## src/rtl/as_src_mac_check.sv

```systemverilog
// as_src_mac_check: source-MAC sanity filter placed after the anti-spoof port lookup.
// Buffers each packet and holds it until its second data word is seen. Packets whose
// Ethernet source address is group (multicast/broadcast) or all-zero are drained
// silently when check_en is set; every other packet is forwarded word for word.
// Saturating counters track forwarded and discarded packets.
module as_src_mac_check #(
    parameter int DATA_WIDTH          = 64,
    parameter int CTRL_WIDTH          = DATA_WIDTH / 8,
    parameter int IN_FIFO_DEPTH_BITS  = 4,
    parameter int DEC_FIFO_DEPTH_BITS = 2,
    parameter int CNT_WIDTH           = 32
) (
    input  logic                  clk,
    input  logic                  reset,
    input  logic [DATA_WIDTH-1:0] in_data,
    input  logic [CTRL_WIDTH-1:0] in_ctrl,
    input  logic                  in_wr,
    output logic                  in_rdy,
    output logic [DATA_WIDTH-1:0] out_data,
    output logic [CTRL_WIDTH-1:0] out_ctrl,
    output logic                  out_wr,
    input  logic                  out_rdy,
    input  logic                  check_en,
    output logic [CNT_WIDTH-1:0]  pkts_passed,
    output logic [CNT_WIDTH-1:0]  pkts_dropped
);

    localparam int IW = IN_FIFO_DEPTH_BITS;
    localparam int DW = DEC_FIFO_DEPTH_BITS;
    localparam int WORD_W = DATA_WIDTH + CTRL_WIDTH;
    localparam int IN_DEPTH = 1 << IW;
    localparam int DEC_DEPTH = 1 << DW;
    // One spare word slot absorbs the write issued in the cycle in_rdy is observed high.
    localparam logic [IW:0] IN_NF_LVL = (IW + 1)'(IN_DEPTH - 2);
    localparam logic [DW:0] DEC_NF_LVL = (DW + 1)'(DEC_DEPTH - 1);
    localparam logic [IW:0] IN_CNT_ONE = {{IW{1'b0}}, 1'b1};
    localparam logic [IW-1:0] IN_PTR_ONE = {{(IW - 1){1'b0}}, 1'b1};
    localparam logic [DW:0] DEC_CNT_ONE = {{DW{1'b0}}, 1'b1};
    localparam logic [DW-1:0] DEC_PTR_ONE = {{(DW - 1){1'b0}}, 1'b1};
    localparam logic [IW:0] IN_CNT_ZERO = {(IW + 1){1'b0}};
    localparam logic [DW:0] DEC_CNT_ZERO = {(DW + 1){1'b0}};
    localparam logic [CTRL_WIDTH-1:0] CTRL_ZERO = {CTRL_WIDTH{1'b0}};
    localparam logic [CNT_WIDTH-1:0] CNT_MAX = {CNT_WIDTH{1'b1}};
    localparam logic [CNT_WIDTH-1:0] CNT_ONE = {{(CNT_WIDTH - 1){1'b0}}, 1'b1};

    // State names follow the last word stored: WORD1/WORD2 = first/second data word seen.
    typedef enum logic [1:0] {P_HDRS = 2'd0, P_WORD1 = 2'd1, P_WORD2 = 2'd2, P_PAYLOAD = 2'd3} p_state_e;
    typedef enum logic {O_IDLE = 1'b0, O_XFER = 1'b1} o_state_e;

    // Group bit (first octet LSB) or the reserved all-zero address marks a spoofed source.
    function automatic logic src_is_bad(input logic [47:0] mac);
        src_is_bad = mac[40] || (mac == 48'h0);
    endfunction

    p_state_e p_state_q, p_state_d;
    o_state_e o_state_q, o_state_d;
    logic [15:0] src_hi_q, src_hi_d;
    logic [WORD_W-1:0] mem_q [IN_DEPTH];
    logic [IW-1:0] in_wr_ptr_q, in_wr_ptr_d, in_rd_ptr_q, in_rd_ptr_d;
    logic [IW:0] in_cnt_q, in_cnt_d;
    logic dec_mem_q [DEC_DEPTH];
    logic [DW-1:0] dec_wr_ptr_q, dec_wr_ptr_d, dec_rd_ptr_q, dec_rd_ptr_d;
    logic [DW:0] dec_cnt_q, dec_cnt_d;
    logic drop_q, drop_d, seen_q, seen_d, in_rdy_q, in_rdy_d, out_wr_q, out_wr_d;
    logic [DATA_WIDTH-1:0] out_data_q, out_data_d;
    logic [CTRL_WIDTH-1:0] out_ctrl_q, out_ctrl_d;
    logic [CNT_WIDTH-1:0] pass_cnt_q, pass_cnt_d, drop_cnt_q, drop_cnt_d;
    logic dec_push_s, dec_bit_s, dec_pop_s, move_s;
    logic [WORD_W-1:0] head_s;

    assign head_s = mem_q[in_rd_ptr_q];

    // Input parser: locate the source MAC across data words 1 and 2, emit one verdict per packet.
    always_comb begin
        p_state_d = p_state_q;
        src_hi_d = src_hi_q;
        dec_push_s = 1'b0;
        dec_bit_s = 1'b0;
        if (in_wr) begin
            case (p_state_q)
                P_HDRS: begin
                    if (in_ctrl == CTRL_ZERO) begin
                        src_hi_d = in_data[15:0];
                        p_state_d = P_WORD1;
                    end else begin
                        p_state_d = P_HDRS;
                    end
                end
                P_WORD1: begin
                    dec_push_s = 1'b1;
                    dec_bit_s = check_en && src_is_bad({src_hi_q, in_data[63:32]});
                    p_state_d = (in_ctrl != CTRL_ZERO) ? P_HDRS : P_WORD2;
                end
                P_WORD2, P_PAYLOAD: begin
                    p_state_d = (in_ctrl != CTRL_ZERO) ? P_HDRS : P_PAYLOAD;
                end
                default: p_state_d = P_HDRS;
            endcase
        end else begin
            p_state_d = p_state_q;
        end
    end

    // Output FSM: fetch a verdict, then stream (or silently drain) the packet to its eop.
    always_comb begin
        o_state_d = o_state_q;
        drop_d = drop_q;
        seen_d = seen_q;
        dec_pop_s = 1'b0;
        move_s = 1'b0;
        out_wr_d = 1'b0;
        out_data_d = out_data_q;
        out_ctrl_d = out_ctrl_q;
        pass_cnt_d = pass_cnt_q;
        drop_cnt_d = drop_cnt_q;
        case (o_state_q)
            O_IDLE: begin
                if (dec_cnt_q != DEC_CNT_ZERO) begin
                    dec_pop_s = 1'b1;
                    drop_d = dec_mem_q[dec_rd_ptr_q];
                    seen_d = 1'b0;
                    o_state_d = O_XFER;
                end else begin
                    o_state_d = O_IDLE;
                end
            end
            O_XFER: begin
                if ((in_cnt_q != IN_CNT_ZERO) && (drop_q || out_rdy)) begin
                    move_s = 1'b1;
                    out_wr_d = !drop_q;
                    out_data_d = head_s[DATA_WIDTH-1:0];
                    out_ctrl_d = head_s[WORD_W-1:DATA_WIDTH];
                    if (head_s[WORD_W-1:DATA_WIDTH] == CTRL_ZERO) begin
                        seen_d = 1'b1;
                    end else if (seen_q) begin
                        o_state_d = O_IDLE;
                        if (drop_q) begin
                            drop_cnt_d = (drop_cnt_q == CNT_MAX) ? drop_cnt_q : drop_cnt_q + CNT_ONE;
                        end else begin
                            pass_cnt_d = (pass_cnt_q == CNT_MAX) ? pass_cnt_q : pass_cnt_q + CNT_ONE;
                        end
                    end else begin
                        seen_d = seen_q;
                    end
                end else begin
                    move_s = 1'b0;
                end
            end
            default: o_state_d = O_IDLE;
        endcase
    end

    // FIFO bookkeeping for the word buffer and decision queue, plus the registered ready.
    always_comb begin
        in_wr_ptr_d = in_wr ? in_wr_ptr_q + IN_PTR_ONE : in_wr_ptr_q;
        in_rd_ptr_d = move_s ? in_rd_ptr_q + IN_PTR_ONE : in_rd_ptr_q;
        dec_wr_ptr_d = dec_push_s ? dec_wr_ptr_q + DEC_PTR_ONE : dec_wr_ptr_q;
        dec_rd_ptr_d = dec_pop_s ? dec_rd_ptr_q + DEC_PTR_ONE : dec_rd_ptr_q;
        case ({in_wr, move_s})
            2'b10:   in_cnt_d = in_cnt_q + IN_CNT_ONE;
            2'b01:   in_cnt_d = in_cnt_q - IN_CNT_ONE;
            default: in_cnt_d = in_cnt_q;
        endcase
        case ({dec_push_s, dec_pop_s})
            2'b10:   dec_cnt_d = dec_cnt_q + DEC_CNT_ONE;
            2'b01:   dec_cnt_d = dec_cnt_q - DEC_CNT_ONE;
            default: dec_cnt_d = dec_cnt_q;
        endcase
        in_rdy_d = (in_cnt_d < IN_NF_LVL) && (dec_cnt_d < DEC_NF_LVL);
    end

    // Storage arrays: written only, no reset needed since occupancy counters gate every read.
    always_ff @(posedge clk) begin
        if (in_wr) mem_q[in_wr_ptr_q] <= {in_ctrl, in_data};
        if (dec_push_s) dec_mem_q[dec_wr_ptr_q] <= dec_bit_s;
    end

    // State, pointer, counter and output registers.
    always_ff @(posedge clk or negedge reset) begin
        if (!reset) begin
            p_state_q <= P_HDRS;
            o_state_q <= O_IDLE;
            src_hi_q <= 16'h0;
            in_wr_ptr_q <= {IW{1'b0}};
            in_rd_ptr_q <= {IW{1'b0}};
            in_cnt_q <= IN_CNT_ZERO;
            dec_wr_ptr_q <= {DW{1'b0}};
            dec_rd_ptr_q <= {DW{1'b0}};
            dec_cnt_q <= DEC_CNT_ZERO;
            drop_q <= 1'b0;
            seen_q <= 1'b0;
            in_rdy_q <= 1'b1;
            out_wr_q <= 1'b0;
            out_data_q <= {DATA_WIDTH{1'b0}};
            out_ctrl_q <= CTRL_ZERO;
            pass_cnt_q <= {CNT_WIDTH{1'b0}};
            drop_cnt_q <= {CNT_WIDTH{1'b0}};
        end else begin
            p_state_q <= p_state_d;
            o_state_q <= o_state_d;
            src_hi_q <= src_hi_d;
            in_wr_ptr_q <= in_wr_ptr_d;
            in_rd_ptr_q <= in_rd_ptr_d;
            in_cnt_q <= in_cnt_d;
            dec_wr_ptr_q <= dec_wr_ptr_d;
            dec_rd_ptr_q <= dec_rd_ptr_d;
            dec_cnt_q <= dec_cnt_d;
            drop_q <= drop_d;
            seen_q <= seen_d;
            in_rdy_q <= in_rdy_d;
            out_wr_q <= out_wr_d;
            out_data_q <= out_data_d;
            out_ctrl_q <= out_ctrl_d;
            pass_cnt_q <= pass_cnt_d;
            drop_cnt_q <= drop_cnt_d;
        end
    end

    assign in_rdy = in_rdy_q;
    assign out_wr = out_wr_q;
    assign out_data = out_data_q;
    assign out_ctrl = out_ctrl_q;
    assign pkts_passed = pass_cnt_q;
    assign pkts_dropped = drop_cnt_q;

endmodule

```

## config.mk

```make
export PLATFORM = sky130hd
export DESIGN_NAME = as_src_mac_check
export DESIGN_NICKNAME = d
export VERILOG_FILES = /design/src/rtl/as_src_mac_check.sv
export SDC_FILE = /design/constraint.sdc
export NUM_CORES = 1
export LEC_CHECK = 0
export CAP_MARGIN = 10
export CORE_ASPECT_RATIO = 0.9
export CORE_MARGIN = 3
export CORE_UTILIZATION = 37
export DETAILED_ROUTE_END_ITERATION = 10
export RECOVER_POWER = 100
export SLEW_MARGIN = 15
export SYNTH_ARGS = -nofsm -noshare
export SYNTH_HDL_FRONTEND = slang
export SYNTH_SLANG_ARGS = --single-unit
```

## constraint.sdc

```tcl
create_clock -name clk -period 8.8 [get_ports clk]
set_clock_uncertainty 0.15 [all_clocks]
set_input_delay 1.76 -clock clk [delete_from_list [all_inputs] [get_ports clk]]
set_output_delay 1.76 -clock clk [all_outputs]
set_load 0.01 [all_outputs]
```

==> reports/qor.yml, run 1 <==
routing:
  drt-met1-wl_mm: 53.2
  drc_errors: 0
  met2_length_mm: 56.7
  wire_per_inst_um: 25.5
  highest_layer: "met5"
  first_pass_iters: 5
  ant_nets: 0
  route.met3.wl_mm: 8.00
  num_vias: 25300
  via_per_inst: 5.38
  drtIter0Drc: 2226
  drt_wl_total_mm: 120
sta:
  tns_ns: 0
  rsz0062_at_grt: "no"
  setup_violations: 0
  hold_violations: 0
  slew_headroom_pct: -188
  slew_violations: 1287
  period_share_pct: 74.7
  period_needed_ns: 6.58
  worst_pin_slew_ns: 4.32
  maxClockFrequency_mhz: 152
logic_synthesis:
  synth-seq-cells: 1335
  yosysWarnings: 0
  syn_area_per_cell_um2: 20.8
  ys.flop_type: "edfxtp_1"
  async_flop_share_pct: 13.4
  synth_edf_count: 1156
  ys_top_cells_by_area: "edfxtp_1 (67%), mux4_2 (12%), dfrtp_1 (8.6%)"
  syn-cell-area_um2: 51500
  yosys.area.top_type_share_pct: 67.3
  synth_top_area_cell: "edfxtp_1"
  synth_fp_nets: 2571
  ys_seq_area_share_pct: 76.0
  synthDistinctLibCells: 53
  synthesis.instances: 2478
finish:
  area.sequential_um2: 39200
  final_layout_size_suffix_gt1_share_pct: 19.9
  mostFrequentLayoutCells: "edfxtp_1 (1156), mux4_2 (277), dlygate4sd3_1 (212)"
  fillers: 11700
  stdcell_area_um2: 60000
  nets: 2838
  multiInputGateArea_um2: 11700
  areaGrowthSynthToFinish_pct: 16.4
  final_common_cell: "edfxtp_1"
cts:
  cts_sinks: 1335
  clockBufferDepth: 3
  clk_latency_ns: 0.74
  htreeDepth: 4
  cts_tree: "yes"
  clkSlewWorstSetupHoldPaths_ns: 0.06
  post_cts_buffers: 0
  clock-root-buffer: "clkbuf_16"
  cts_resized: 0
  numCtsBuffers: 137
  hold_buffers: 0
die:
  start_util_pct: 37.4
  die_area_um2: 144000
  fp.dieW_um: 399
  die_h_um: 360
  num_rows: 129
  core_area_um2: 138000
  ioPinCount: 215
status:
  violations: "capacitance limit, slew limit"
  status: "finished with violations"
place:
  hpwl_mm: 68.0
  placed_cell_area_um2: 55800
  place.gp.congestion: 0.808
  port_buffers: 214
setup_path:
  critPathRequiredTime_ns: 8.92
  rr_worst_depth: 5
  cp-end-kind: "register"
  crit_chain: "dlygate4sd3_1 -> nand2_1 -> nor2_1 -> clkbuf_1"
  crit_slowest_cell: "clkbuf_1"
  crit_type: "in2reg"
  reg2reg_slack_ns: 2.81
  crit_end: "mem_q[11][23]"
  r2r_start: "in_rd_ptr_q[0]"
  cpPeakStageDelay_ns: 2.40
  r2r-end: "out_data[15]"
  cp-start-kind: "input port"
  cp-startpoint: "in_wr"
  crit_fanout: 43
  cp_data_arrival_time_ns: 6.70
global_route:
  grt_pass1_vias: 26300
  antenna_found_initial: 24
  grt_pass1_wl_mm: 179
  grtUsageTotal_pct: 16.7
  grt_start_max_net_pins: 118
  overflow: 0
min_path:
  hold_path_class: "reg2reg"
power:
  finalPower_uw: 19100
  peakVddDrop_uv: 296
  p_leak_uw: 0.0201
  power_density_nw_per_um2: 318
run:
  maxCapViolCount: 34
-- metal layers --
metal | vias to the layer above | track usage (%)
li1 | 10800 | -
met1 | 13500 | 23.9
met2 | 855 | 26.3
met3 | 169 | 3.56
met4 | 8 | 3.90
met5 | - | 0
-- critical path, delay by kind of cell --
kind	cells	cell delay (ns)
buffers and inverters	2	3.34
and+or+nand+nor	2	1.55
-- per-stage QoR --
stage,worst slack [ns],hold slack [ns],util [%],std cells
2_1_floorplan,1.30,0.286,-,2478
3_3_place_gp,3.32,0.322,40.5,4438
3_5_place_dp,3.29,0.321,40.5,4438
4_1_cts,4.04,0.333,43.7,4690
5_1_grt,1.93,0.351,43.5,4694
6_report,2.22,0.321,43.5,4703
-- layout make-up --
cell class | instances | share of cell area (%)
clock inverter | 67 | 1.06
timing repair buffer | 253 | 3.98
multi-input combinational | 1005 | 19.4
antenna | 11 | 0.0459
tap | 1834 | 3.82
sequential | 1335 | 65.3
inverter | 13 | 0.0855
clock buffer | 185 | 6.25
-- synthesized netlist by cell type (all sizes together), types with 30 or more instances --
library cell and instances:
dfrtp 178, edfxtp 1156, mux2 61, nor2 30
mux4 277, nand2 114, clkbuf 55, and3 39
nand3 44, nand4 32, o221ai 78, xnor2 74
o21ai 40, mux2i 108, buf 70
-- registers in the layout, summed over array words and instances, names as in the netlist, 5 cells and up --
register	cells
in_cnt_q	5
mem_q	1152
src_hi_q	16
pkts_dropped	32
pkts_passed	32
out_data	64
out_ctrl	8
-- worst min path at each step --
stage,slack (ns),to,from,cells past startpoint
finish,0.32,out_data[46],out_data[46],2
global route,0.35,pkts_passed[19],pkts_passed[19],1
CTS,0.33,out_data[46],out_data[46],2
detailed placement,0.32,out_data[46],out_data[46],2
global placement,0.32,out_data[47],out_data[47],2
floorplan,0.29,out_wr,drop_q,1
-- power breakdown --
| part | switching (uW) | internal [uW] |
|---|---|---|
| combinational | 2830 | 2370 |
| clock | 2360 | 3320 |
| sequential | 451 | 7740 |
| total | 5640 | 13400 |
-- logic make-up (layout without fill, tap and decap cells) --
logic type	Yosys count	after routing	share of synthesized area, %
other	0	11	0
multiplexers	446	446	15.5
buffers and inverters	138	518	1.32
flip-flops	1335	1335	76.0
adder cells (fa/ha/maj)	16	16	0.403
AO/OA/AOI/OAI	142	142	2.14
XOR/XNOR	81	81	1.38
AND/OR/NAND/NOR	320	320	3.20
No activity file was read; power rests on OpenSTA's default activity.
==> run 2, diff against run 1 <==
==> constraint.sdc (replaced) <==
create_clock -name clk -period 6.9 [get_ports clk]
set_clock_uncertainty 0.15 [all_clocks]
set_input_delay 1.38 -clock clk [delete_from_list [all_inputs] [get_ports clk]]
set_output_delay 1.38 -clock clk [all_outputs]
set_load 0.01 [all_outputs]
==> reports/qor.yml, run 2 (synthesis gave the netlist of run 1 again) <==
finish:
  fillers: 11800  # +0.32%
  mostFrequentLayoutCells: "edfxtp_1 (1156), mux4_2 (277), dlygate4sd3_1 (212)"
  area.sequential_um2: 39200  # unchanged
  regMostFlops: "mem_q"
  stdcell_area_um2: 60300  # +0.50%
  largest_reg_flops: 1152  # unchanged
  areaGrowthSynthToFinish_pct: 17.0
  nets: 2848  # +0.35%
  final_common_cell: "edfxtp_1"
  final_layout_size_suffix_gt1_share_pct: 20.0  # +0.14 points
  multiInputGateArea_um2: 11600  # -0.18%
sta:
  setup_violations: 0  # unchanged
  fin_ws_ns: 1.29  # -0.934 ns
  whs_ns: 0.325  # +0.00399 ns
  hold_violations: 0  # unchanged
  tns_ns: 0  # unchanged
  period_share_pct: 81.3
  period_needed_ns: 5.61
  slew_headroom_pct: -155  # +33 points
  rsz0062_at_grt: "no"
  maxClockFrequency_mhz: 178
  slew_violations: 948  # -26%
  worst_pin_slew_ns: 3.82  # -0.502 ns
power:
  power.share.switching_pct: 29.4  # -0.14 points
  power_density_nw_per_um2: 407  # +28%
  p_clk_share_pct: 30.6  # +0.8 points
  pwr-share-comb_pct: 26.6  # -0.7 points
  seqPwrFrac_pct: 42.8  # about the same
  p_sw_uw: 7220  # +28%
  p_leak_uw: 0.0202  # +0.46%
  peakVddDrop_uv: 373  # +26%
  internal_power_uw: 17300  # +29%
place:
  place.gp.congestion: 0.797  # -1.3%
  placed_cell_area_um2: 56000  # +0.34%
  port_buffers: 214  # unchanged
  preCtsSetupSlack_ns: 2.19  # -1.11 ns
  hpwl_mm: 67.8  # -0.37%
die:
  die_area_um2: 144000  # unchanged
  die_h_um: 360  # unchanged
  ioPinCount: 215  # unchanged
  num_rows: 129  # unchanged
  fp.dieW_um: 399  # unchanged
  core_area_um2: 138000  # unchanged
  start_util_pct: 37.4  # unchanged
routing:
  wire_per_inst_um: 26.3  # +3.1%
  first_pass_iters: 5  # unchanged
  via_per_inst: 5.42  # +0.88%
  ant_nets: 0  # unchanged
  drt_wl_total_mm: 124  # +3.4%
  drc_errors: 0  # unchanged
  num_vias: 25600  # +1.2%
  drtIter0Drc: 2349  # +5.5%
cts:
  hold_buffers: 0  # unchanged
  cts_tree: "yes"
  post_cts_buffers: 0  # unchanged
  clock-root-buffer: "clkbuf_16"
  clockBufferDepth: 3  # unchanged
  clkSlewWorstSetupHoldPaths_ns: 0.06  # about the same
  clk_latency_ns: 0.75  # about the same
  numCtsBuffers: 136  # -0.73%
  htreeDepth: 4  # unchanged
  cts_resized: 0  # unchanged
  cts_sinks: 1335  # unchanged
setup_path:
  cp-end-kind: "register"
  rr_worst_depth: 6  # +1
  cp-start-kind: "input port"
  crit_type: "in2reg"
  crit_fanout: 28  # -35%
  cp_data_arrival_time_ns: 5.83  # -0.87 ns
  critPathRequiredTime_ns: 7.12  # -1.80 ns
global_route:
  antenna_found_initial: 32  # +33%
  grt_pass1_vias: 26400  # +0.16%
  grtUsageTotal_pct: 17.3  # +0.61 points
  grt_start_max_net_pins: 119  # +0.85%
  overflow: 0  # unchanged
  grt_pass1_wl_mm: 183  # +2.4%
status:
  status: "finished with violations"
  violations: "capacitance limit, slew limit"
run:
  maxCapViolCount: 29  # -15%
min_path:
  hold_depth: 2  # unchanged
  hold_path_class: "reg2reg"
## run 2: cell types whose count changed in the layout (fill, tap and decap cells not counted), sizes merged
| cell | previous run | this run |
|---|---|---|
| clkbuf | 208 | 210 |
| bufinv | 11 | 17 |
| buf | 17 | 24 |
| diode | 11 | 14 |
| clkinv | 44 | 41 |
| inv | 22 | 20 |
## run 2: critical path, stage by stage
cell and delay (ns):
dlygate4sd3_1 0.96, nand2_1 0.24, nor3_1 0.25, clkbuf_1 1.97
clkbuf_2 0.95
## run 2: layout make-up
class	instances	share of cell area, %
Clock inverter	68	1.47
Clock buffer	183	6.14
Timing Repair Buffer	264	4.15
Inverter	13	0.0851
Multi-Input combinational cell	1005	19.3
Tap cell	1834	3.80
Sequential cell	1335	65.0
Antenna cell	14	0.0581
## run 2: metrics by stage
step,power [uW],instances,utilization [%]
after global routing,25700,4706,43.7
after detailed placement,17500,4451,40.6
after floorplan,15000,2478,-
after global placement,17300,4451,40.6
after CTS,25000,4702,43.9
final,24500,4716,43.8
## run 2: power groups by stage
stage | clock network (uW) | registers, uW | logic [uW]
CTS | 7670 | 10500 | 6830
detailed placement | 0 | 10700 | 6800
global placement | 0 | 10600 | 6720
finish | 7510 | 10500 | 6530
floorplan | 0 | 10400 | 4610
global route | 7990 | 10600 | 7060
## run 2: path summary, 6_finish.rpt
kind,startpoint,endpoint,slack (ns)
min in group asynchronous,reset,out_data[32],0.49
max in group asynchronous,reset,out_data[46],2.93
max reg2reg,in_rd_ptr_q[1],out_data[54],1.53
max,in_wr,mem_q[2][25],1.29
min,out_data[56],out_data[56],0.33
min reg2reg,out_data[56],out_data[56],0.33
## run 2: per-layer routing
layer / part of all wire (%) / routed length (um) / vias up / global-route usage (%)
met4: 1.9 / 2400 / 10 / 4.37
met1: 44 / 54000 / 13700 / 24.7
met5: 0.058 / 72 / - / 0.761
met3: 7.4 / 9200 / 177 / 4.02
met2: 47 / 58400 / 930 / 26.9
li1: - / - / 10800 / -
